`src/rtl/div_iter.sv`:
```
// Multi-cycle radix-2 restoring divider returning {remainder, quotient}, one quotient bit per cycle.
// Optional DIV_EARLY_OUT_EN: finish immediately when |dividend| < |divisor|.
module div_iter #(
  parameter int unsigned WIDTH = 32,
  parameter int unsigned CNT_W = 6
) (
  input  logic               clk,
  input  logic               rst,
  input  logic               signed_div_i,
  input  logic [WIDTH-1:0]   opdata1_i,
  input  logic [WIDTH-1:0]   opdata2_i,
  input  logic               start_i,
  input  logic               annul_i,
  output logic [2*WIDTH-1:0] result_o,
  output logic               ready_o
);

  typedef enum logic [1:0] {StFree, StDivZero, StDivOn, StDone} state_e;

  state_e r_state, w_state_nxt;

  logic [WIDTH-1:0]   r_dvd, r_dvs, r_quot, r_rem;
  logic [CNT_W-1:0]   r_cnt;
  logic               r_q_neg, r_r_neg, r_ready;
  logic [2*WIDTH-1:0] r_result;

  logic             w_a_neg, w_b_neg, w_early, w_last, w_qbit, w_go;
  logic [WIDTH-1:0] w_a_mag, w_b_mag, w_quot_fix, w_rem_fix;
  logic [WIDTH:0]   w_partial, w_diff;

  assign w_go    = start_i & ~annul_i;
  assign w_a_neg = signed_div_i & opdata1_i[WIDTH-1];
  assign w_b_neg = signed_div_i & opdata2_i[WIDTH-1];
  assign w_a_mag = w_a_neg ? -opdata1_i : opdata1_i;
  assign w_b_mag = w_b_neg ? -opdata2_i : opdata2_i;

`ifdef DIV_EARLY_OUT_EN
  assign w_early = (w_a_mag < w_b_mag);
`else
  assign w_early = 1'b0;
`endif

  // One restoring step: bring in the next dividend bit, trial-subtract the divisor.
  assign w_partial  = {r_rem, r_dvd[WIDTH-1]};
  assign w_diff     = w_partial - {1'b0, r_dvs};
  assign w_qbit     = ~w_diff[WIDTH];
  assign w_last     = (r_cnt == CNT_W'(WIDTH - 1));
  assign w_quot_fix = r_q_neg ? -r_quot : r_quot;
  assign w_rem_fix  = r_r_neg ? -r_rem : r_rem;

  always_ff @(posedge clk or posedge rst) begin
    if (rst) begin
      r_state <= StFree;
    end else begin
      r_state <= w_state_nxt;
    end
  end

  always_comb begin
    w_state_nxt = r_state;
    unique case (r_state)
      StFree: begin
        if (w_go) begin
          if (opdata2_i == '0) begin
            w_state_nxt = StDivZero;
          end else if (w_early) begin
            w_state_nxt = StDone;
          end else begin
            w_state_nxt = StDivOn;
          end
        end
      end
      StDivZero: w_state_nxt = annul_i ? StFree : StDone;
      StDivOn: begin
        if (annul_i) begin
          w_state_nxt = StFree;
        end else if (w_last) begin
          w_state_nxt = StDone;
        end
      end
      StDone: begin
        if (!w_go) begin
          w_state_nxt = StFree;
        end
      end
      default: w_state_nxt = StFree;
    endcase
  end

  always_ff @(posedge clk or posedge rst) begin
    if (rst) begin
      r_dvd    <= '0;
      r_dvs    <= '0;
      r_quot   <= '0;
      r_rem    <= '0;
      r_cnt    <= '0;
      r_q_neg  <= 1'b0;
      r_r_neg  <= 1'b0;
      r_ready  <= 1'b0;
      r_result <= '0;
    end else begin
      r_ready  <= 1'b0;
      r_result <= '0;
      unique case (r_state)
        StFree: begin
          if (w_go) begin
            r_dvd   <= w_a_mag;
            r_dvs   <= w_b_mag;
            r_q_neg <= w_a_neg ^ w_b_neg;
            r_r_neg <= w_a_neg;
            r_cnt   <= '0;
            r_quot  <= '0;
            // Early out leaves the whole dividend magnitude as the remainder.
            r_rem   <= w_early ? w_a_mag : '0;
          end
        end
        StDivZero: begin
          r_quot <= '0;
          r_rem  <= '0;
        end
        StDivOn: begin
          r_dvd  <= {r_dvd[WIDTH-2:0], 1'b0};
          r_rem  <= w_qbit ? w_diff[WIDTH-1:0] : w_partial[WIDTH-1:0];
          r_quot <= {r_quot[WIDTH-2:0], w_qbit};
          r_cnt  <= r_cnt + CNT_W'(1);
        end
        StDone: begin
          if (w_go) begin
            r_ready  <= 1'b1;
            r_result <= {w_rem_fix, w_quot_fix};
          end
        end
        default: ;
      endcase
    end
  end

  assign ready_o  = r_ready;
  assign result_o = r_result;

endmodule

```
`config.mk`:
```
export PLATFORM = sky130hd
export DESIGN_NAME = div_iter
export DESIGN_NICKNAME = d
export VERILOG_FILES = /design/src/rtl/div_iter.sv
export SDC_FILE = /design/constraint.sdc
export NUM_CORES = 1
export LEC_CHECK = 0
export ABC_AREA = 1
export ABC_CLOCK_PERIOD_IN_PS = 8800
export BUFFER_PORTS_ARGS = -buffer_cell sky130_fd_sc_hd__buf_2
export CORE_ASPECT_RATIO = 0.75
export CORE_MARGIN = 4
export CORE_UTILIZATION = 40
export DETAILED_ROUTE_END_ITERATION = 8
export GPL_ROUTABILITY_DRIVEN = 0
export MAX_ROUTING_LAYER = met4
export SLEW_MARGIN = 15
export SYNTH_ARGS = -nofsm -noshare
export SYNTH_HDL_FRONTEND = slang
export SYNTH_SLANG_ARGS = --single-unit
```
`constraint.sdc`:
```
create_clock -name clk -period 8.8 [get_ports clk]
set_input_delay 1.32 -clock clk [delete_from_list [all_inputs] [get_ports clk]]
set_output_delay 1.32 -clock clk [all_outputs]
set_load 0.05 [all_outputs]
```
==> impl_metrics.py, run 1 <==
metrics = {
    "setup_path": {
        "setup.worst_path.class": "in -> reg",
        "worst-path-max-fanout": 46,
        "crit_path_end_kind": "register",
        "crit_chain": "buf_2 -> inv_1 -> nand2_1 -> nor2_4 -> inv_2 -> o21ai_2 -> buf_4 -> inv_2 -> nor2_4 -> inv_2 -> o22ai_1",
        "cpPeakStageDelay_ns": 0.72,
        "startpoint": "annul_i",
        "cp.arrival_ns": 4.87,
        "crit_family": "buffers and inverters",
        "timing.rr.start": "r_state[0]",
        "path_common_cell": "inv_2",
        "crit_buf_inv": 6,
        "critPathLaunchType": "input port",
        "cpMaxStageDelayCell": "nor2_4",
        "crit_required_ns": 9.23,
    },
    "clock_tree": {
        "clock_path_buffers": 3,
        "numCtsBuffers": 22,
        "postCtsHoldBufs": 0,
        "htreeDepth": 1,
        "cts_tree": "built",
        "clk_pin_slew_ns": 0.06,
        "clock_sinks": 203,
        "clkLatencyLatePin_ns": 0.53,
        "ctsResizeCount": 0,
        "cts_setup_buffers": 0,
        "clockRootBuffer": "clkbuf_16",
    },
    "timing": {
        "min_period_over_period": 0.505,
        "final-hold-violation-count": 0,
        "period_needed_ns": 4.44,
        "fin_tns_setup_ns": 0,
        "setup_viol_count_final": 0,
        "holdWs_ns": 0.482,
        "skew_ns": 0.0127,
        "slew_viol_final": 0,
        "tightest_slew_ns": 1.06,
        "timing.fmax_mhz": 225,
        "rsz0062_at_grt": "false",
        "relSlewSlack": 0.291,
        "fin_ws_ns": 4.36,
    },
    "logic_synthesis": {
        "synth-edff-count": 0,
        "synth_top_area_cell": "dfrtp_1",
        "syn_area_per_cell_um2": 6.66,
        "seq_area_frac_synth": 0.366,
        "synth_most_common_cell": "nand2_1",
        "syn_area_mm2": 0.0139,
        "ys_ff_latch": 203,
        "yosysWarnings": 0,
        "yosysTopAreaCellShare": 0.366,
        "syn_nets": 2193,
        "synthDistinctLibCells": 47,
        "ys_top_cells_by_area": "dfrtp_1 37%, nand2_1 16%, inv_1 8.8%",
        "synthArstFlopShare": 1.00,
        "postSynthCellCount": 2082,
        "synth_common_cells": "590 x nand2_1, 324 x inv_1, 203 x dfrtp_1",
        "synth_ff_type": "dfrtp_1",
    },
    "grt": {
        "antenna_found_initial": 0,
        "top_usage_layer": "met2",
        "grt_pass1_wl_um": 66500,
        "grt_usage": 0.219,
        "met1_usage": 0.308,
        "grt-ovfl-total": 0,
        "grt_max_degree": 91,
        "grt_pass1_vias": 13000,
        "grt_util_met2": 0.344,
        "met3_usage": 0.0294,
    },
    "power_and_ir_drop": {
        "p_leak_nw": 8.73,
        "powerDensity_mw_per_mm2": 252,
        "vdd_ir_drop_max_v": 0.000132,
    },
    "layout": {
        "insertedDiodeCount": 0,
        "fillCellCount": 3517,
        "nNetsFinal": 2301,
        "drive_above_1_share": 0.102,
        "syn_to_final_growth_pct": 12.6,
    },
    "place": {
        "pre_cts_slack_ns": 3.77,
        "io_buffers": 133,
        "hpwl_um": 30600,
    },
    "die": {
        "ios": 134,
        "coreArea_mm2": 0.0339,
        "fp.dieArea_mm2": 0.0377,
        "die_x_um": 223,
        "num_rows": 58,
        "die_y_um": 169,
        "initial_core_util": 0.409,
    },
    "worst_hold_path": {
        "hold_class": "reg -> reg",
        "min_from": "r_dvd[8]",
    },
    "flow_run": {
        "drv_cap": 0,
    },
    "routing": {
        "firstDrtPassIters": 5,
        "drc": 0,
        "avgRoutedWirePerCell_um": 15.1,
        "ant_nets": 0,
        "drt-initial-drc-count": 1147,
        "route.vias.total": 13500,
        "totalWireLength_um": 40100,
        "vias_per_cell": 5.07,
    },
    "status": {
        "status": "finished clean",
    },
}
-- metal layers --
metal | up-vias | share of wire | wire (um)
met1 | 6241 | 0.48 | 19300
met4 | 0 | 0.018 | 711
met5 | - | 0 | 0
met3 | 51 | 0.053 | 2120
li1 | 6859 | - | -
met2 | 313 | 0.45 | 17900
-- cells by family (layout without fill, tap and decap cells) --
family / after synthesis / in the layout / synth area share
fa+ha+maj: 42 / 42 / 0.0384
xor+xnor: 39 / 39 / 0.0246
simple gates: 1084 / 1084 / 0.333
compound gates: 316 / 316 / 0.127
buf+inv: 398 / 520 / 0.111
flops: 203 / 203 / 0.366
-- registers in the layout (all words and copies together), names as in the netlist, 2 cells and up --
signal    flops
result_o     64
r_dvd        32
r_dvs        32
r_quot       32
r_rem        32
r_cnt         6
r_state       2
-- worst paths after layout --
check / end / slack [ns] / cells past startpoint
max: r_quot[20] / 4.36 / 11
min: r_dvd[8] / 0.48 / 2
max reg2reg: r_quot[20] / 4.64 / 11
min reg2reg: r_dvd[8] / 0.48 / 2
max in group asynchronous: r_dvd[18] / 6.66 / 3
min in group asynchronous: result_o[39] / 0.87 / 2
-- layout make-up --
type                       instances  area (um2)  area share
clock buffer                      31         624      0.0400
clock inverter                     7        76.3     0.00489
inverter                         341        1290      0.0824
multi-input combinational       1481        7260       0.465
sequential                       203        5080       0.325
tap                              450         563      0.0360
timing repair buffer             141         726      0.0465
-- report_power, final --
part | total [mW] | internal [mW] | switching [mW] | leakage, nW
combinational | 1.80 | 0.522 | 1.28 | 5.68
sequential | 1.23 | 1.11 | 0.113 | 2.72
clock | 0.913 | 0.524 | 0.388 | 0.339
total | 3.94 | 2.16 | 1.78 | 8.73
-- cell usage in the layout, fill, tap and decap left out, drive strengths merged, types with 2 or more instances in the layout --
cell / instances
xnor2: 10
a21oi: 115
inv: 339
clkinvlp: 2
o41ai: 2
o211ai: 6
o221ai: 6
dfrtp: 203
nor3: 50
nor4: 4
a211oi: 2
nand3b: 17
o21bai: 4
a31oi: 4
ha: 41
nand3: 181
clkinv: 6
or2: 6
nor2: 195
o21a: 7
nand4: 24
o22ai: 35
clkbuf: 31
buf: 141
o21ai: 128
nand2: 603
and2: 3
o31ai: 4
xor2: 29
-- worst register-to-register path, cell delays in order, from the launching register on --
cell and delay, ns:
dfrtp_1 0.40, inv_1 0.11, ha_1 0.24, inv_1 0.10, nor2_4 0.48, inv_2 0.44, o21ai_2 0.14, buf_4 0.35
inv_2 0.35, nor2_4 0.73, inv_2 0.45, o22ai_1 0.26
-- stage by stage --
stage	power [mW]	cells	instance area, um2	utilization
6_report	3.94	2654	15600	0.461
5_1_grt	4.30	2654	15600	0.461
4_1_cts	3.96	2654	15600	0.461
3_5_place_dp	3.03	2616	14900	0.440
3_3_place_gp	3.00	2616	14900	0.440
2_1_floorplan	2.58	2082	13900	-
Power figures use the tool's default switching activity.
==> run 2: changes to the inputs <==
Settings changed: ABC_CLOCK_PERIOD_IN_PS 8800 to 3700.
Clock period 8.8 ns to 3.7 ns, I/O delays scaled along.
==> run 2 against run 1 <==
Sequential cell count unchanged. Setup slack got worse by 3.5 ns. Non-clock buffer count increased by 14. Via count increased by 1.0%. First-iteration DRC count decreased by 8.1%. Design area increased by 1.6%. Die area unchanged. Clock skew increased by 0.011 ns. Final cell count increased by 0.64%. Sequential power increased by 140%. Power increased by 150%. Clock-buffer cell count decreased by 4.
==> impl_metrics.py, run 2 (synthesized netlist as in run 1, its figures left out) <==
metrics = {
    "status": {
        "status": "finished clean",
    },
    "clock_tree": {
        "numCtsBuffers": 22,
        "clock_path_buffers": 3,
        "cts_tree": "built",
        "clk_pin_slew_ns": 0.07,
        "clock_sinks": 203,
        "postCtsHoldBufs": 0,
        "clockRootBuffer": "clkbuf_16",
        "clkLatencyLatePin_ns": 0.54,
        "ctsResizeCount": 0,
        "htreeDepth": 1,
        "cts_setup_buffers": 0,
    },
    "layout": {
        "fillCellCount": 3548,
        "final_common_cell": "nand2_1",
        "mostFrequentLayoutCells": "590 x nand2_1, 323 x inv_1, 203 x dfrtp_1, 189 x nor2_1, 179 x nand3_1",
        "utilization": 0.468,
        "instances_no_fill": 2671,
        "largest_reg_flops": 64,
        "nNetsFinal": 2315,
        "syn_to_final_growth_pct": 14.4,
        "multi_input_area_mm2": 0.00726,
        "drive_above_1_share": 0.109,
        "seqCellArea_mm2": 0.00508,
    },
    "grt": {
        "grt-ovfl-total": 0,
        "antenna_found_initial": 1,
        "grt_pass1_wl_um": 66700,
        "grt_pass1_vias": 13200,
        "grt_usage": 0.219,
        "grt_max_degree": 51,
    },
    "routing": {
        "wl_met2_um": 17900,
        "drc": 0,
        "top_layer": "met4",
        "totalWireLength_um": 40400,
        "ant_nets": 0,
        "vias_per_cell": 5.09,
        "wl_met1_um": 19300,
        "avgRoutedWirePerCell_um": 15.1,
        "firstDrtPassIters": 6,
        "drt-initial-drc-count": 1054,
        "route.vias.total": 13600,
        "met3_length_um": 2520,
    },
    "timing": {
        "min_period_over_period": 0.762,
        "period_needed_ns": 2.82,
        "timing.fmax_mhz": 355,
        "fin_ws_ns": 0.880,
        "setup_viol_count_final": 0,
        "final-hold-violation-count": 0,
        "skew_ns": 0.0240,
        "slew_viol_final": 0,
        "tightest_slew_ns": 0.929,
        "fin_tns_setup_ns": 0,
        "rsz0062_at_grt": "false",
        "relSlewSlack": 0.381,
    },
    "die": {
        "num_rows": 58,
        "fp.dieArea_mm2": 0.0377,
        "initial_core_util": 0.409,
        "coreArea_mm2": 0.0339,
        "die_x_um": 223,
        "ios": 134,
        "die_y_um": 169,
    },
    "setup_path": {
        "r2r_end": "r_rem[16]",
        "startpoint": "r_dvd[31]",
        "critPathLaunchType": "register",
        "setup.worst_path.class": "reg -> reg",
        "timing.rr.start": "r_dvd[31]",
        "r2r_cells": 16,
        "endpoint": "r_rem[16]",
        "crit_path_end_kind": "register",
        "crit_required_ns": 4.16,
        "regToRegSetupSlack_ns": 0.88,
        "worst-path-max-fanout": 17,
        "cp.arrival_ns": 3.28,
    },
    "worst_hold_path": {
        "hold_class": "in -> async",
    },
    "place": {
        "io_buffers": 133,
        "place_inst": 2630,
        "hpwl_um": 31100,
        "pre_cts_slack_ns": 0.939,
    },
    "flow_run": {
        "drv_cap": 0,
    },
    "power_and_ir_drop": {
        "vdd_ir_drop_max_v": 0.000373,
        "power_mw": 9.72,
        "p_leak_nw": 8.87,
        "powerDensity_mw_per_mm2": 613,
    },
}
run 2: cell types whose count changed in the layout (fill, tap and decap cells not counted), sizes merged:
cell / previous run / this run
buf: 141 / 155
clkinvlp: 2 / 1
diode: 0 / 1
bufinv: 1 / 4
clkinv: 6 / 10
clkbuf: 31 / 27
run 2: worst min-delay path by stage:
stage              start   endpoint  slack [ns]  depth (start not counted)
2_1_floorplan  r_dvd[24]  r_dvd[24]        0.44                          2
3_3_place_gp   r_dvd[28]  r_dvd[28]        0.46                          2
3_5_place_dp   r_dvd[24]  r_dvd[24]        0.46                          2
4_1_cts              rst  r_dvd[30]        0.20                          2
5_1_grt              rst  r_dvd[30]        0.25                          2
6_report             rst   r_dvs[4]        0.20                          2
run 2: layer usage:
layer	track usage	vias up
met4	0.0415	0
met3	0.0346	51
met5	-	-
met1	0.306	6280
li1	-	6908
met2	0.344	361
run 2: report_power, final:
| part | switching, mW | internal (mW) |
|---|---|---|
| Combinational | 3.08 | 1.31 |
| Sequential | 0.278 | 2.65 |
| Clock | 0.970 | 1.45 |
run 2: cell type report:
| type | count | area share |
|---|---|---|
| Sequential cell | 203 | 0.320 |
| Tap cell | 450 | 0.0355 |
| Antenna cell | 1 | 0.000158 |
| Inverter | 341 | 0.0809 |
| Timing Repair Buffer | 155 | 0.0555 |
| Multi-Input combinational cell | 1481 | 0.458 |
| Clock inverter | 13 | 0.0125 |
| Clock buffer | 27 | 0.0378 |
run 2: critical path, cell delays in order (launching register included):
cell and delay, ns:
dfrtp_1 0.49, inv_1 0.11, ha_1 0.24, fa_1 0.40, inv_1 0.11, nand2_1 0.05
nand2_1 0.09, nand3_1 0.09, nand2_2 0.14, nand2_2 0.08, nand2_2 0.11, nand2_4 0.08
nand3_2 0.33, nand2_4 0.20, nand2_1 0.11, nand3_1 0.06, nand2_1 0.06
run 2: per-stage QoR:
stage,hold WS (ns),instance area (um2)
final,0.204,15900
after global routing,0.250,15900
after CTS,0.204,15900
after detailed placement,0.461,15100
after global placement,0.461,15100
after floorplan,0.444,13900
==> run 3: changes to the inputs <==
Settings changed: ABC_AREA 1 to 0, ABC_CLOCK_PERIOD_IN_PS 3700 to 2300.
Clock period 3.7 ns to 2.3 ns, I/O delays scaled along.
==> run 3 against run 2 <==
The flow now finishes with violations (setup timing). Non-clock buffer count grew 208. Register-to-register slack got worse by 1.6 ns. Combinational power rose to 4.8 times the previous value. Clock skew is 0.014 ns lower. Largest power group unchanged.
==> impl_metrics.py, run 3 <==
metrics = {
    "status": {
        "status": "finished, violations left",
        "violations": "setup timing",
    },
    "setup_path": {
        "setup.worst_path.class": "reg -> reg",
        "critPathLaunchType": "register",
        "r2r_cells": 10,
        "cpPeakStageDelay_ns": 0.43,
        "crit_required_ns": 2.69,
        "timing.rr.start": "r_rem[5]",
        "worst-path-max-fanout": 3,
        "crit_chain": "or3_4 -> or3_4 -> nand2b_4 -> or4_4 -> or2_4 -> nand2b_4 -> or4_4 -> o21ai_2 -> xor2_1 -> nor2_1",
        "regToRegSetupSlack_ns": -0.75,
        "r2r_end": "result_o[62]",
        "startpoint": "r_rem[5]",
        "cp.arrival_ns": 3.43,
        "endpoint": "result_o[62]",
        "crit_path_end_kind": "register",
        "cpMaxStageDelayCell": "or4_4",
    },
    "power_and_ir_drop": {
        "p_leak_nw": 7.56,
        "power_frac_seq": 0.177,
        "comb_power_share": 0.704,
        "p_int_mw": 16.9,
        "switching_share": 0.433,
        "p_sw_mw": 12.9,
        "power_mw": 29.7,
        "vdd_ir_drop_max_v": 0.00171,
        "pwr-share-clk": 0.119,
        "powerDensity_mw_per_mm2": 1830,
    },
    "routing": {
        "firstDrtPassIters": 5,
        "ant_nets": 0,
        "avgRoutedWirePerCell_um": 15.5,
        "totalWireLength_um": 32600,
        "drt-initial-drc-count": 653,
        "vias_per_cell": 5.08,
        "drc": 0,
        "route.vias.total": 10700,
    },
    "timing": {
        "skew_ns": 0.00967,
        "min_period_over_period": 1.32,
        "relSlewSlack": 0.362,
        "fin_tns_setup_ns": -32.08,
        "tightest_slew_ns": 0.953,
        "timing.fmax_mhz": 328,
        "slew_viol_final": 0,
        "final-hold-violation-count": 0,
        "fin_ws_ns": -0.745,
        "rsz0062_at_grt": "true",
        "setup_viol_count_final": 67,
        "period_needed_ns": 3.05,
    },
    "logic_synthesis": {
        "ys_top_cells_by_area": "dfrtp_1 43%, o21ai_0 7.6%, nand2_1 6.8%",
        "synthArstFlopShare": 1.00,
        "seq_area_frac_synth": 0.425,
        "synthDistinctLibCells": 59,
        "yosysTopAreaCellShare": 0.425,
        "ys_ff_latch": 203,
        "syn_nets": 1489,
        "syn_area_mm2": 0.0120,
        "synth_top_area_cell": "dfrtp_1",
        "syn_area_per_cell_um2": 8.67,
        "synth_most_common_cell": "nand2_1",
        "yosysWarnings": 0,
        "postSynthCellCount": 1378,
        "synth_common_cells": "215 x nand2_1, 203 x dfrtp_1, 182 x o21ai_0",
        "synth_ff_type": "dfrtp_1",
        "synth-edff-count": 0,
    },
    "clock_tree": {
        "clkLatencyLatePin_ns": 0.51,
        "clockRootBuffer": "clkbuf_16",
        "numCtsBuffers": 23,
        "clk_pin_slew_ns": 0.06,
        "cts_tree": "built",
        "clock_sinks": 203,
        "clock_path_buffers": 3,
        "htreeDepth": 1,
    },
    "layout": {
        "largest_reg_flops": 64,
        "syn_to_final_growth_pct": 35.9,
        "final_common_cell": "nand2_1",
        "nNetsFinal": 1814,
        "design_area_mm2": 0.0162,
        "mostFrequentLayoutCells": "203 x nand2_1, 202 x dfrtp_1, 197 x buf_4, 144 x o21ai_0, 133 x buf_2",
        "insertedDiodeCount": 0,
        "fillCellCount": 2668,
        "drive_above_1_share": 0.296,
    },
    "die": {
        "coreArea_mm2": 0.0293,
        "die_y_um": 158,
        "fp.dieArea_mm2": 0.0327,
        "initial_core_util": 0.408,
        "num_rows": 54,
        "ios": 134,
        "die_x_um": 208,
    },
    "place": {
        "hpwl_um": 24000,
        "pre_cts_slack_ns": -0.812,
        "io_buffers": 133,
        "placed_area_mm2": 0.0148,
    },
    "grt": {
        "grt_max_degree": 70,
        "grt_usage": 0.201,
        "grt_pass1_wl_um": 53300,
        "grt-ovfl-total": 0,
        "grt_pass1_vias": 10100,
        "antenna_found_initial": 0,
    },
    "flow_run": {
        "drv_cap": 0,
    },
    "worst_hold_path": {
        "hold_class": "in -> reg",
    },
}
-- run 3: cell types whose count changed in the layout (fill, tap and decap cells not counted), moves of 22 or more --
cell | before | now
nor2_1 | 189 | 121
o21ai_0 | 122 | 144
o21ai_1 | 3 | 25
xor2_1 | 29 | 88
xnor2_1 | 10 | 48
inv_1 | 323 | 54
o22ai_1 | 35 | 0
mux2i_1 | 0 | 30
buf_4 | 18 | 197
a21oi_1 | 112 | 82
nand3_1 | 179 | 5
nand2_1 | 590 | 203
nor3_1 | 49 | 17
-- run 3: metrics by stage --
stage	cells	utilization	hold slack (ns)
detailed placement	2048	0.504	0.467
global route	2110	0.555	0.153
global placement	2048	0.504	0.457
floorplan	1378	-	0.442
finish	2110	0.555	0.133
CTS	2107	0.550	0.109
-- run 3: what timing repair did --
action / in CTS / in global routing
gates cloned: 3 / 1
buffers inserted: 16 / 10
pin swaps: 59 / 50
hold endpoints to repair: 20 / 0
gates resized for setup: 92 / 30
hold buffers: 1 / 0
setup endpoints to repair: 70 / 72
-- run 3: kinds of logic (layout without fill, tap and decap cells) --
group / after synthesis / in the layout / synth area share
adder cells (fa/ha/maj): 42 / 42 / 0.0446
AND/OR/NAND/NOR: 459 / 459 / 0.174
XOR/XNOR: 146 / 146 / 0.107
buffers and inverters: 119 / 459 / 0.0394
multiplexers: 33 / 33 / 0.0276
flip-flops: 203 / 203 / 0.425
AO/OA/AOI/OAI: 376 / 376 / 0.182
-- run 3: layout make-up --
cell class | count | area (um2) | area share
clock inverter | 6 | 63.8 | 0.00393
sequential | 203 | 5080 | 0.313
tap | 392 | 490 | 0.0302
clock buffer | 34 | 657 | 0.0404
multi-input combinational | 1056 | 7070 | 0.435
inverter | 56 | 214 | 0.0132
timing repair buffer | 363 | 2670 | 0.164
-- run 3: how the worst min path moves through the flow --
stage | cells after the start | start | to | slack [ns]
finish | 3 | opdata1_i[0] | r_dvd[0] | 0.13
global placement | 2 | r_dvd[19] | r_dvd[19] | 0.46
global route | 3 | opdata2_i[21] | r_dvs[21] | 0.15
CTS | 3 | opdata1_i[0] | r_dvd[0] | 0.11
floorplan | 2 | r_dvd[29] | r_dvd[29] | 0.44
detailed placement | 2 | rst | r_dvd[4] | 0.47
-- run 3: worst max-delay path: cells and delay by family, from the launching register on --
kind / cells / cell delay, ns
XOR/XNOR: 1 / 0.16
AO/OA/AOI/OAI: 1 / 0.13
AND/OR/NAND/NOR: 8 / 2.23
flip-flops: 1 / 0.38
-- run 3: power by group through the flow --
stage          Sequential (mW)  Clock (mW)  Combinational, mW
6_report                  5.27        3.53               20.9
5_1_grt                   5.38        3.78               22.7
4_1_cts                   5.25        3.61               19.5
3_5_place_dp              5.29           0               16.3
3_3_place_gp              5.25           0               16.1
2_1_floorplan             5.37           0               10.4
-- run 3: per-layer routing --
metal,global-route usage,share of wire
met2,0.268,0.38
met4,0.0352,0.016
met3,0.0260,0.060
met5,-,0
met1,0.324,0.54
